==> src/rtl/mtm_alu_pkg.sv <==
// Shared constants for the ALU serial frame receiver: FSM encodings, type bits,
// error flag pairs, CRC polynomial and opcode values.
// Latency: n/a (constants only). Backpressure: n/a.
package mtm_alu_pkg;

  // Receiver FSM encodings (plain constants so legacy tools can consume them)
  localparam logic [2:0] ST_IDLE    = 3'd0;
  localparam logic [2:0] ST_TYPE    = 3'd1;
  localparam logic [2:0] ST_PAYLOAD = 3'd2;
  localparam logic [2:0] ST_STOP    = 3'd3;
  localparam logic [2:0] ST_ERROR   = 3'd4;

  // Value of the type slot that follows the start bit
  localparam logic TYPE_DATA = 1'b0;
  localparam logic TYPE_CTL  = 1'b1;

  // err_flags layout is {DATA,CRC,OP,DATA,CRC,OP}; each error sets one pair
  localparam logic [5:0] ERR_DATA = 6'b100100;
  localparam logic [5:0] ERR_CRC  = 6'b010010;
  localparam logic [5:0] ERR_OP   = 6'b001001;

  // x^4 + x + 1, the x^4 term is implicit in the shift
  localparam logic [3:0] CRC4_POLY = 4'b0011;

  localparam logic [2:0] OP_AND = 3'b000;
  localparam logic [2:0] OP_OR  = 3'b001;
  localparam logic [2:0] OP_ADD = 3'b100;
  localparam logic [2:0] OP_SUB = 3'b101;

endpackage

==> src/rtl/mtm_alu_crc4_serial.sv <==
// Bit-serial CRC4 (x^4+x+1, init 0, MSB-first LFSR), one bit per enabled cycle.
// Latency: crc reflects a bit on the cycle after it is presented with en=1.
// Backpressure: none; clr has priority over en.
// Ports: clk, rst (async, active-high), clr (sync clear to 0), en (absorb bit_in),
//        bit_in (next covered bit), crc (current remainder).
module mtm_alu_crc4_serial (
  input  logic       clk,
  input  logic       rst,
  input  logic       clr,
  input  logic       en,
  input  logic       bit_in,
  output logic [3:0] crc
);
  import mtm_alu_pkg::*;

  logic fb;
  assign fb = crc[3] ^ bit_in;

  always_ff @(posedge clk or posedge rst) begin
    if (rst) begin
      crc <= 4'b0000;
    end else if (clr) begin
      crc <= 4'b0000;
    end else if (en) begin
      crc <= {crc[2:0], 1'b0} ^ (fb ? CRC4_POLY : 4'b0000);
    end
  end

endmodule

==> src/rtl/mtm_alu_frame_rx.sv <==
// Serial frame receiver: sin bitstream -> N_OPERANDS x DATA_W operands + 3-bit opcode,
// with bit-serial CRC4, opcode legality check and resync after framing errors.
// Latency: out_valid/err_valid pulse the cycle after the edge that samples the deciding bit.
// Backpressure: none; sin is consumed one slot per clk and cannot be stalled.
// Ports: clk, rst (async, active-high), sin (idle high); operands_out (first operand
//        in MSBs), op_out, out_valid (good frame), err_flags, err_valid (new error).
module mtm_alu_frame_rx #(
  parameter int         DATA_W        = 32,
  parameter int         N_OPERANDS    = 2,
  parameter logic [7:0] LEGAL_OP_MASK = 8'h33,
  parameter int         RESYNC_BITS   = 11
) (
  input  logic                         clk,
  input  logic                         rst,
  input  logic                         sin,
  output logic [N_OPERANDS*DATA_W-1:0] operands_out,
  output logic [2:0]                   op_out,
  output logic                         out_valid,
  output logic [5:0]                   err_flags,
  output logic                         err_valid
);
  import mtm_alu_pkg::*;

  localparam int OPW = N_OPERANDS * DATA_W;
  localparam int NB  = OPW / 8;
  localparam int BCW = $clog2(NB + 1);
  localparam int RCW = $clog2(RESYNC_BITS + 1);

  logic [2:0]     state;
  logic [BCW-1:0] byte_cnt;
  logic [2:0]     bit_cnt;
  logic [RCW-1:0] rs_cnt;
  logic [OPW-1:0] shreg;
  // Only the low 7 ctl payload bits matter; the MSB is a fixed 0 and is shifted out
  logic [6:0]     ctl_reg;

  logic       ctl_byte;
  logic       crc_clr;
  logic       crc_en;
  logic       crc_bit;
  logic [3:0] crc;

  // byte_cnt only moves in STOP, so this is stable across TYPE/PAYLOAD/STOP
  assign ctl_byte = (byte_cnt == BCW'(NB));

  mtm_alu_crc4_serial u_crc (
    .clk    (clk),
    .rst    (rst),
    .clr    (crc_clr),
    .en     (crc_en),
    .bit_in (crc_bit),
    .crc    (crc)
  );

  // CRC covers data bits, then a constant 1 injected on the ctl type slot,
  // then OP[2:0] (ctl payload slots 1..3). Cleared after the ctl stop bit and
  // held clear while resyncing so a dropped frame leaves no residue.
  always_comb begin
    crc_clr = 1'b0;
    crc_en  = 1'b0;
    crc_bit = sin;
    case (state)
      ST_TYPE: begin
        if (ctl_byte && (sin == TYPE_CTL)) begin
          crc_en  = 1'b1;
          crc_bit = 1'b1;
        end
      end
      ST_PAYLOAD: begin
        if (!ctl_byte) begin
          crc_en = 1'b1;
        end else if ((bit_cnt >= 3'd1) && (bit_cnt <= 3'd3)) begin
          crc_en = 1'b1;
        end
      end
      ST_STOP: begin
        if (ctl_byte && sin) begin
          crc_clr = 1'b1;
        end
      end
      ST_ERROR: begin
        crc_clr = 1'b1;
      end
      default: ;
    endcase
  end

  always_ff @(posedge clk or posedge rst) begin
    if (rst) begin
      state        <= ST_IDLE;
      byte_cnt     <= '0;
      bit_cnt      <= 3'd0;
      rs_cnt       <= '0;
      shreg        <= '0;
      ctl_reg      <= 7'd0;
      operands_out <= '1;
      op_out       <= 3'b111;
      out_valid    <= 1'b0;
      err_valid    <= 1'b0;
      err_flags    <= 6'd0;
    end else begin
      out_valid <= 1'b0;
      err_valid <= 1'b0;
      case (state)
        ST_IDLE: begin
          if (!sin) begin
            state <= ST_TYPE;
          end
        end

        ST_TYPE: begin
          if (sin != (ctl_byte ? TYPE_CTL : TYPE_DATA)) begin
            state     <= ST_ERROR;
            byte_cnt  <= '0;
            rs_cnt    <= '0;
            err_flags <= ERR_DATA;
            err_valid <= 1'b1;
          end else begin
            state   <= ST_PAYLOAD;
            bit_cnt <= 3'd0;
          end
        end

        ST_PAYLOAD: begin
          if (ctl_byte) begin
            ctl_reg <= {ctl_reg[5:0], sin};
          end else begin
            shreg <= {shreg[OPW-2:0], sin};
          end
          bit_cnt <= bit_cnt + 3'd1;
          if (bit_cnt == 3'd7) begin
            state <= ST_STOP;
          end
        end

        ST_STOP: begin
          if (!sin) begin
            state     <= ST_ERROR;
            byte_cnt  <= '0;
            rs_cnt    <= '0;
            err_flags <= ERR_DATA;
            err_valid <= 1'b1;
          end else if (!ctl_byte) begin
            byte_cnt <= byte_cnt + BCW'(1);
            state    <= ST_IDLE;
          end else begin
            byte_cnt <= '0;
            state    <= ST_IDLE;
            if (crc != ctl_reg[3:0]) begin
              err_flags <= ERR_CRC;
              err_valid <= 1'b1;
            end else if (!LEGAL_OP_MASK[ctl_reg[6:4]]) begin
              err_flags <= ERR_OP;
              err_valid <= 1'b1;
            end else begin
              operands_out <= shreg;
              op_out       <= ctl_reg[6:4];
              err_flags    <= 6'd0;
              out_valid    <= 1'b1;
            end
          end
        end

        ST_ERROR: begin
          // Leave only after RESYNC_BITS consecutive idle-high slots
          if (sin) begin
            if (rs_cnt == RCW'(RESYNC_BITS - 1)) begin
              rs_cnt <= '0;
              state  <= ST_IDLE;
            end else begin
              rs_cnt <= rs_cnt + RCW'(1);
            end
          end else begin
            rs_cnt <= '0;
          end
        end

        default: begin
          state <= ST_IDLE;
        end
      endcase
    end
  end

endmodule

==> config.mk <==
export PLATFORM = sky130hd
export DESIGN_NAME = mtm_alu_frame_rx
export DESIGN_NICKNAME = d
export VERILOG_FILES = /design/src/rtl/mtm_alu_pkg.sv /design/src/rtl/mtm_alu_crc4_serial.sv /design/src/rtl/mtm_alu_frame_rx.sv
export SDC_FILE = /design/constraint.sdc
export NUM_CORES = 1
export LEC_CHECK = 0
export BUFFER_PORTS_ARGS = -buffer_cell sky130_fd_sc_hd__buf_2
export CORE_UTILIZATION = 50
export DETAILED_ROUTE_END_ITERATION = 6
export PLACE_DENSITY = 0.7
export REMOVE_ABC_BUFFERS = 1
export SYNTH_ARGS = -nofsm -noshare
export SYNTH_HDL_FRONTEND = slang
export SYNTH_SLANG_ARGS = --single-unit
==> constraint.sdc <==
create_clock -name clk -period 7.22 [get_ports clk]
set_input_delay 1.444 -clock clk [delete_from_list [all_inputs] [get_ports clk]]
set_output_delay 1.444 -clock clk [all_outputs]
set_load 0.05 [all_outputs]
==> flow_summary_export.csv, run 1 <==
group,metric,value,unit
timing,fin_skew,0.00562,ns
placed_design,place.port_buffers,77,
logic_synthesis,ys_ff_latch,161,
clock_tree,cts_resized,0,
worst_setup_path,crit_type,"in2reg",
clock_tree,clock_sinks,161,
global_route,grt_pass1_wl,17900,um
logic_synthesis,ys_top_cells_by_area,"dfrtp_1 36%, dfstp_2 27%, mux2_2 21%",
global_route,grt-ovfl-total,0,
clock_tree,cts-root-buf,"clkbuf_16",
placed_design,hpwl,6820,um
clock_tree,post-cts-setup-buffers,0,
clock_tree,htree_levels,4,
global_route,grt_pass1_vias,3651,
drt,wirelength,10800,um
worst_setup_path,start_kind,"primary input",
timing,fin_crit,3.24,ns
logic_synthesis,netlist_instances,430,
drt,first_pass_iters,4,
placed_design,gp_routability_congestion,0.740,
clock_tree,clockBufferDepth,2,
pwr,vdd_ir_drop_max,0.000131,V
timing,finalCritPeriodShare,0.449,
drt,drc_errors,0,
die,ios,78,
logic_synthesis,synth_cell_types,40,
global_route,grtUsageMet1,0.221,
worst_setup_path,worstPathRequired,7.57,ns
timing,setup-tns-final,0,ns
worst_setup_path,critPathMaxFanout,38,
outcome,outcome,"completed",
drt,wl_per_cell,15.6,um
die,dieArea,13500,um^2
timing,setup-violations-final,0,
logic_synthesis,synth_edf_count,0,
worst_setup_path,worst-r2r-setup-slack,4.56,ns
die,std_cell_rows,41,
logic_synthesis,seq_area_frac_synth,0.633,
final_layout,nNetsFinal,521,
clock_tree,cts_tree,"built",
final_layout,area_growth,17.1,%
logic_synthesis,synth_async_sr_flop_share,1.00,
drt,first_iter_violations,230,
logic_synthesis,yosys.area.top_type_share,0.362,
die,coreArea,12700,um^2
logic_synthesis,synth_top_cell_by_area,"dfrtp_1",
global_route,busiest_layer,"met2",
worst_hold_path,whs_path_depth,1,
timing,fin_ws,3.98,ns
worst_setup_path,arrival,3.59,ns
worst_hold_path,worstHoldStart,"shreg[63]",
logic_synthesis,syn-cell-area,6500,um^2
global_route,antenna_found_initial,0,
clock_tree,cts_buffers,17,
pwr,p_per_area,261,nW/um^2
global_route,met2_usage,0.284,
worst_hold_path,hp-class,"reg2reg",
global_route,grt_max_degree,92,
drt,vias,3621,
worst_setup_path,r2r_cells,8,
logic_synthesis,avgSynthCellArea,15.1,um^2
final_layout,drive_gt1_frac,0.582,
job,max-cap-violations,0,
drt,viasPerCell,5.23,
clock_tree,clk_pin_slew,0.06,ns
timing,rsz0062_at_grt,"no",
placed_design,pre_cts_ws,3.58,ns
logic_synthesis,synth-main-ff-cell,"dfrtp_1",
logic_synthesis,yosys_warnings,0,
clock_tree,cts_hold_buf,0,
timing,drv_slew,0,
die,start_util,0.513,
pwr,power.leakage,3.81,nW
worst_setup_path,r2r-end,"operands_out[25]",
final_layout,finalInstanceArea,7610,um^2
timing,tightest_slew,0.877,ns
worst_hold_path,whs_endpoint,"operands_out[63]",
drt,antenna_left,0,
die,fp.dieW,116,um
global_route,use_met3,0.0528,
timing,slew_headroom,0.415,
worst_setup_path,cp-end-kind,"register",
clock_tree,clock_latency,0.42,ns
global_route,grtUsageTotal,0.178,
worst_setup_path,r2r_start,"byte_cnt[0]",
final_layout,antenna_cells,0,
die,die_y,116,um
timing,hold_viol_final,0,
timing,fmax,309,MHz
placed_design,place_area,7000,um^2
per-layer routing:
metal	routed length, um	part of all wire
met5	0	0
met4	173	0.016
met3	449	0.041
met2	5450	0.50
met1	4760	0.44
cells by family (layout without fill, tap and decap cells):
kind of cell | count (synthesis) | after routing | synth area share
simple gates | 51 | 51 | 0.0402
mux | 141 | 141 | 0.244
xor+xnor | 6 | 6 | 0.00809
compound gates | 30 | 30 | 0.0300
buf+inv | 31 | 122 | 0.0258
flops | 161 | 161 | 0.633
fa+ha+maj | 10 | 10 | 0.0193
synthesized netlist by cell type (3+ instances only):
cell,number
a21oi_1,7
mux2i_1,3
mux2_2,119
dfrtp_1,94
inv_1,10
buf_4,4
nand2_1,19
ha_1,10
nand3_1,7
nand2b_1,3
dfstp_2,67
xnor2_1,6
o31ai_1,3
o21ai_0,8
nor2_1,6
buf_2,11
buf_6,3
mux2_1,19
critical path, stage by stage:
cell and delay [ns]:
buf_2 0.21, nand4b_1 0.23, nor3_1 0.25, nand2_1 0.09, buf_4 0.26, inv_2 0.66
mux2_2 0.42
worst max-delay path by stage:
stage,from,end,slack (ns),cells past startpoint
final,sin,operands_out[25],3.98,7
after global routing,sin,operands_out[34],3.85,7
after CTS,sin,operands_out[19],3.97,7
after detailed placement,sin,operands_out[34],3.58,7
after global placement,sin,operands_out[27],3.64,7
after floorplan,rst,bit_cnt[0],1.54,1
cells in the final DEF (no fill, tap or decap), types with 3 or more instances in the layout:
cell / instances
a21oi_1: 7
buf_2: 77
bufinv_16: 3
clkbuf_16: 17
clkinv_4: 3
clkinvlp_4: 3
dfrtp_1: 94
dfstp_2: 67
ha_1: 10
inv_1: 9
inv_6: 5
mux2_1: 19
mux2_2: 119
mux2i_1: 3
nand2_1: 18
nand2b_1: 3
nand3_1: 7
nor2_1: 6
o21ai_0: 8
o31ai_1: 3
xnor2_1: 6
area by class of cell:
type | instances | area, um^2
multi-input combinational | 238 | 2230
clock inverter | 15 | 184
fill | 996 | 5060
clock buffer | 17 | 425
inverter | 11 | 46.3
tap | 172 | 215
sequential | 161 | 4110
timing repair buffer | 79 | 400
through the flow:
step | hold WS [ns] | util | total power, W | instances
after floorplan | 0.460 | - | 0.00105 | 410
after global placement | 0.471 | 0.552 | 0.00108 | 661
after detailed placement | 0.486 | 0.552 | 0.00109 | 661
after CTS | 0.501 | 0.601 | 0.00201 | 693
after global routing | 0.518 | 0.601 | 0.00206 | 693
final | 0.498 | 0.601 | 0.00199 | 693
report_power, final:
part           total, W  switching, W  internal [W]
Combinational  0.000110     0.0000732     0.0000363
Sequential     0.000959     0.0000276      0.000931
Clock          0.000919      0.000371      0.000548
Total           0.00199      0.000472       0.00152
(Power assumes the default switching activity.)
==> run 2: changes to the inputs <==
--- a/config.mk
+++ b/config.mk
@@ -5,6 +5,7 @@
 export SDC_FILE = /design/constraint.sdc
 export NUM_CORES = 1
 export LEC_CHECK = 0
+export ABC_AREA = 1
 export BUFFER_PORTS_ARGS = -buffer_cell sky130_fd_sc_hd__buf_2
 export CORE_UTILIZATION = 50
 export DETAILED_ROUTE_END_ITERATION = 6
==> constraint.sdc (replaced) <==
create_clock -name clk -period 3 [get_ports clk]
set_input_delay 0.6 -clock clk [delete_from_list [all_inputs] [get_ports clk]]
set_output_delay 0.6 -clock clk [all_outputs]
set_load 0.05 [all_outputs]
==> run 2 against run 1 <==
Net effect: first-iteration DRC count rose by 93%; sequential cell count unchanged; highest routed layer unchanged; cell count rose by 47%; routed wire length rose by 36%; critical path depth rose by 4; sequential share of layout area is 2.9 points lower; sequential power increased to 2.6 times the previous value; largest power group unchanged; area after synthesis rose by 7.5%; critical endpoint is now u_crc.crc[2]; clock-buffer cell count grew 10; clock skew is 0.0033 ns higher; via count rose by 52%.
==> flow_summary_export.csv, run 2 <==
group,metric,value,unit
timing,drv_slew,0,
final_layout,drive_gt1_frac,0.227,
drt,first_pass_iters,5,
final_layout,antenna_cells,0,
logic_synthesis,syn-cell-area,6990,um^2
worst_setup_path,crit_chain,"inv_1 -> ha_1 -> nand3_2 -> inv_2 -> ha_1 -> inv_1 -> o21ai_0 -> nor2_1 -> nand2_1 -> nand2_1 -> nand2_1",
global_route,grt_max_degree,75,
logic_synthesis,synth-main-ff-cell,"dfrtp_1",
drt,viasPerCell,5.38,
timing,fin_skew,0.00888,ns
timing,hold_viol_final,0,
final_layout,stdcell_count,1021,
clock_tree,htree_levels,4,
pwr,power.leakage,4.33,nW
worst_setup_path,start_kind,"register",
worst_setup_path,path_common_cell,"nand2_1",
clock_tree,cts_resized,0,
placed_design,gp_routability_congestion,0.796,
worst_setup_path,arrival,2.63,ns
global_route,grt_pass1_vias,5372,
die,start_util,0.519,
logic_synthesis,synth_cell_types,25,
clock_tree,cts_hold_buf,0,
drt,wl_per_cell,14.4,um
timing,whs,0.280,ns
logic_synthesis,yosys_warnings,0,
logic_synthesis,avgSynthCellArea,8.98,um^2
drt,antenna_left,0,
final_layout,final_util,0.598,
die,fp.dieW,120,um
timing,fin_crit,2.27,ns
placed_design,dp_cells,989,
logic_synthesis,yosys.area.top_type_share,0.337,
global_route,grt-ovfl-total,0,
die,coreArea,13500,um^2
clock_tree,cts-root-buf,"clkbuf_16",
worst_setup_path,slowest_delay,0.42,ns
die,std_cell_rows,42,
placed_design,place.port_buffers,77,
job,max-cap-violations,0,
timing,setup-violations-final,0,
die,dieArea,14500,um^2
logic_synthesis,synth_top_cell_by_area,"dfrtp_1",
worst_setup_path,worst-r2r-setup-slack,0.73,ns
placed_design,hpwl,9000,um
worst_setup_path,r2r_cells,11,
pwr,vdd_ir_drop_max,0.000505,V
timing,finalCritPeriodShare,0.756,
logic_synthesis,ys_top_cells_by_area,"dfrtp_1 34%, dfstp_2 25%, nand2_1 17%",
logic_synthesis,ys_top_cells_by_count,"315 x nand2_1, 94 x dfrtp_1, 76 x o21ai_0",
die,ios,78,
worst_setup_path,crit_type,"reg2reg",
final_layout,area_growth,15.1,%
final_layout,finalInstanceArea,8040,um^2
timing,fmax,441,MHz
placed_design,pre_cts_ws,0.765,ns
clock_tree,clock_latency,0.43,ns
logic_synthesis,ys_ff_latch,161,
worst_setup_path,cp-end-kind,"register",
global_route,grt_pass1_wl,24900,um
drt,first_iter_violations,445,
worst_setup_path,r2r_start,"byte_cnt[0]",
drt,vias,5492,
drt,drc_errors,0,
logic_synthesis,synth_async_sr_flop_share,1.00,
worst_setup_path,critPathMaxFanout,26,
global_route,antenna_found_initial,0,
final_layout,final_cell_mix,"314 x nand2_1, 94 x dfrtp_1, 77 x buf_2, 76 x o21ai_0, 68 x nand4_1",
logic_synthesis,netlist_instances,778,
logic_synthesis,synth_edf_count,0,
worst_hold_path,hp-class,"in2async",
worst_setup_path,r2r-end,"u_crc.crc[2]",
clock_tree,cts_tree,"built",
clock_tree,clk_pin_slew,0.06,ns
drt,wirelength,14700,um
global_route,grtUsageTotal,0.219,
pwr,p_per_area,688,nW/um^2
worst_setup_path,slowest_stage,"dfrtp_1",
placed_design,place_area,7460,um^2
clock_tree,cts_buffers,17,
timing,slew_headroom,0.523,
worst_setup_path,worstPathRequired,3.36,ns
clock_tree,clock_sinks,161,
die,die_y,120,um
clock_tree,clockBufferDepth,2,
final_layout,fillerInstances,1209,
final_layout,final_common_cell,"nand2_1",
logic_synthesis,seq_area_frac_synth,0.589,
outcome,outcome,"completed",
timing,tightest_slew,0.715,ns
clock_tree,post-cts-setup-buffers,0,
timing,rsz0062_at_grt,"no",
final_layout,nNetsFinal,845,
timing,fin_ws,0.731,ns
logic_synthesis,synth.most_common_cell,"nand2_1",
==> run 2: cell count changes after synthesis, sizes merged, moves of 6 or more <==
cell | previous run | this run
clkbuf | 2 | 31
inv | 11 | 33
mux2 | 138 | 0
nand2 | 19 | 315
nand3 | 7 | 13
nand4 | 1 | 70
nor2 | 6 | 21
o21ai | 8 | 76
==> run 2: logic make-up after synthesis <==
| family | share of synthesized area |
|---|---|
| flip-flops | 0.589 |
| AO/OA/AOI/OAI | 0.0657 |
| adder cells (fa/ha/maj) | 0.0179 |
| buffers and inverters | 0.0569 |
| AND/OR/NAND/NOR | 0.258 |
| XOR/XNOR | 0.0125 |
==> run 2: worst max path at each step <==
stage                      startpoint           end  slack [ns]  depth (start not counted)
after floorplan                   rst    bit_cnt[0]       -1.84                          1
after global placement    byte_cnt[0]  u_crc.crc[1]        0.85                         10
after detailed placement  byte_cnt[0]  u_crc.crc[2]        0.77                         11
after CTS                 byte_cnt[0]  u_crc.crc[2]        0.73                         11
after global routing      byte_cnt[0]  u_crc.crc[1]        0.57                         10
final                     byte_cnt[0]  u_crc.crc[2]        0.73                         11
==> run 2: critical path, delay by kind of cell, from the launching register on <==
| family | cells | cell delay (ns) |
|---|---|---|
| simple gates | 5 | 0.61 |
| buf+inv | 3 | 0.55 |
| flops | 1 | 0.42 |
| fa+ha+maj | 2 | 0.39 |
| compound gates | 1 | 0.25 |
==> run 2: area by class of cell <==
cell class                      count  area (um^2)  area share
Tap cell                          176          220      0.0274
Multi-Input combinational cell    530         2500       0.311
Clock inverter                      5         75.1     0.00934
Timing Repair Buffer               88          493      0.0613
Sequential cell                   161         4110       0.512
Clock buffer                       27          503      0.0626
Inverter                           34          133      0.0165
==> run 2: power by group <==
part / switching [W] / leakage [nW] / internal, W / total, W
clock network: 0.000808 / 0.285 / 0.00131 / 0.00212
logic: 0.000687 / 2.08 / 0.000258 / 0.000945
registers: 0.000138 / 1.97 / 0.00233 / 0.00247
==> run 2: per-layer routing <==
metal	GRT usage	wire, um	vias up
met5	0	0	-
met4	0.0872	234	0
met3	0.0514	650	21
met2	0.360	7100	137
met1	0.280	6760	2689
li1	-	-	2645
==> run 2: per-stage QoR <==
stage	TNS [ns]	total power, W
2_1_floorplan	-269.72	0.00313
5_1_grt	0	0.00581
3_5_place_dp	0	0.00344
4_1_cts	0	0.00557
3_3_place_gp	0	0.00339
6_report	0	0.00553
==> run 3: changes to the inputs <==
==> constraint.sdc (replaced) <==
create_clock -name clk -period 2.2 [get_ports clk]
set_input_delay 0.44 -clock clk [delete_from_list [all_inputs] [get_ports clk]]
set_output_delay 0.44 -clock clk [all_outputs]
set_load 0.05 [all_outputs]
==> run 3 against run 2 <==
Net effect: global-route usage up 0.45 points; non-clock buffer count is 7 higher; critical endpoint is now u_crc.crc[1]; sequential cell count unchanged; highest routed layer unchanged; largest cell class unchanged; via count up 0.25%; routed wire length is 0.45% lower; clock power rose by 48%; fmax increased by 18%; worst setup slack lost 0.45 ns; critical path depth down 1; first-iteration DRC count is 6.7% higher; final area rose by 1.7%.
==> flow_summary_export.csv, run 3 (synthesized netlist as in run 2, its figures left out) <==
group,metric,value,unit
outcome,outcome,"completed",
worst_setup_path,endpoint,"u_crc.crc[1]",
timing,fin_crit,1.92,ns
placed_design,hpwl,9480,um
final_layout,finalInstanceArea,8180,um^2
worst_setup_path,r2r-end,"u_crc.crc[1]",
die,ios,78,
pwr,vdd_ir_drop_max,0.000549,V
pwr,power.leakage,4.39,nW
pwr,p_clk_frac,0.401,
final_layout,area_growth,17.0,%
clock_tree,clock_sinks,161,
clock_tree,htree_levels,4,
drt,wirelength,14700,um
clock_tree,cts_buffers,17,
final_layout,stdcell_count,1028,
die,std_cell_rows,42,
die,dieArea,14500,um^2
timing,finalCritPeriodShare,0.872,
placed_design,pre_cts_ws,0.308,ns
timing,rsz0062_at_grt,"no",
global_route,grt_max_degree,59,
worst_setup_path,r2r_cells,10,
clock_tree,cts-root-buf,"clkbuf_16",
clock_tree,clock_latency,0.42,ns
drt,first_iter_violations,475,
drt,first_pass_iters,5,
worst_setup_path,cp-startpoint,"byte_cnt[0]",
clock_tree,clk_pin_slew,0.06,ns
placed_design,dp_cells,996,
pwr,p_sw,0.00229,W
final_layout,fillerInstances,1141,
timing,hold_viol_final,0,
die,fp.dieW,120,um
placed_design,place.port_buffers,77,
final_layout,nNetsFinal,852,
global_route,grtUsageTotal,0.223,
worst_setup_path,r2r_start,"byte_cnt[0]",
clock_tree,cts_tree,"built",
worst_setup_path,start_kind,"register",
clock_tree,clockBufferDepth,2,
final_layout,final_cell_mix,"314 x nand2_1, 94 x dfrtp_1, 77 x buf_2, 76 x o21ai_0, 68 x nand4_1",
final_layout,drive_gt1_frac,0.241,
timing,drv_slew,0,
pwr,power_frac_comb,0.170,
drt,drc_errors,0,
clock_tree,post-cts-setup-buffers,0,
worst_setup_path,crit_type,"reg2reg",
worst_setup_path,arrival,2.23,ns
timing,fin_ws,0.282,ns
global_route,grt-ovfl-total,0,
worst_setup_path,critPathMaxFanout,25,
worst_hold_path,hp-class,"in2async",
final_layout,final_common_cell,"nand2_1",
pwr,p_per_area,955,nW/um^2
clock_tree,cts_hold_buf,0,
drt,antenna_left,0,
clock_tree,cts_resized,0,
die,start_util,0.519,
worst_setup_path,worst-r2r-setup-slack,0.28,ns
pwr,netSwitchingFraction,0.294,
timing,fmax,521,MHz
placed_design,gp_routability_congestion,0.809,
worst_setup_path,cp-end-kind,"register",
pwr,p_total,0.00781,W
pwr,seqPwrFrac,0.430,
timing,fin_skew,0.00824,ns
timing,slew_headroom,0.626,
worst_setup_path,worstPathRequired,2.52,ns
drt,viasPerCell,5.36,
timing,tightest_slew,0.561,ns
global_route,grt_pass1_vias,5421,
pwr,p_int,0.00552,W
global_route,grt_pass1_wl,25500,um
global_route,antenna_found_initial,0,
die,coreArea,13500,um^2
drt,vias,5506,
drt,wl_per_cell,14.3,um
timing,setup-violations-final,0,
placed_design,place_area,7540,um^2
job,max-cap-violations,0,
final_layout,final_util,0.608,
final_layout,antenna_cells,0,
die,die_y,120,um
run 3: cell types whose count changed in the layout (fill, tap and decap cells not counted), sizes merged:
| cell | before | now |
|---|---|---|
| buf | 88 | 95 |
| clkbuf | 27 | 19 |
| clkinv | 3 | 5 |
| clkinvlp | 0 | 3 |
| inv | 34 | 35 |
| bufinv | 2 | 4 |
run 3: how the worst min path moves through the flow:
stage	slack (ns)	startpoint	end	cells past startpoint
2_1_floorplan	0.45	ctl_reg[6]	ctl_reg[6]	2
3_5_place_dp	0.44	op_out[1]	op_out[1]	2
6_report	0.08	rst	shreg[13]	2
4_1_cts	0.1	rst	shreg[13]	2
5_1_grt	0.11	rst	shreg[8]	2
3_3_place_gp	0.43	op_out[1]	op_out[1]	2
run 3: layout make-up:
class / count / area [um^2] / share of cell area
sequential: 161 / 4110 / 0.503
multi-input combinational: 530 / 2500 / 0.306
timing repair buffer: 95 / 571 / 0.0698
clock buffer: 19 / 453 / 0.0554
tap: 176 / 220 / 0.0269
clock inverter: 13 / 184 / 0.0225
inverter: 34 / 133 / 0.0162
run 3: metrics by stage:
stage | setup TNS (ns) | hold WS, ns
2_1_floorplan | -480.59 | 0.453
3_3_place_gp | 0 | 0.432
3_5_place_dp | 0 | 0.445
4_1_cts | 0 | 0.0987
5_1_grt | 0 | 0.114
6_report | 0 | 0.0785
run 3: critical path, stage by stage, from the launching register on:
cell and delay (ns):
dfrtp_1 0.42, inv_1 0.07, ha_1 0.15, nand3_2 0.17, inv_2 0.10, buf_4 0.26, nor2_4 0.06, nor2_1 0.25
nand2_1 0.17, nand2_1 0.11, nand2_1 0.05
run 3: metal layers:
metal  vias to the layer above  wire length [um]  part of all wire  track usage
met5                         -                 0                 0            0
met4                         0               199             0.014       0.0718
met3                        21               607             0.041       0.0571
met2                       119              7340              0.50        0.369
met1                      2699              6530              0.44        0.288
li1                       2667                 -                 -            -
run 3: power groups by stage:
stage / clock network (W) / registers [W] / logic, W
4_1_cts: 0.00319 / 0.00335 / 0.00132
2_1_floorplan: 0 / 0.00344 / 0.000835
5_1_grt: 0.00332 / 0.00339 / 0.00151
3_3_place_gp: 0 / 0.00339 / 0.00126
6_report: 0.00313 / 0.00336 / 0.00133
3_5_place_dp: 0 / 0.00340 / 0.00132
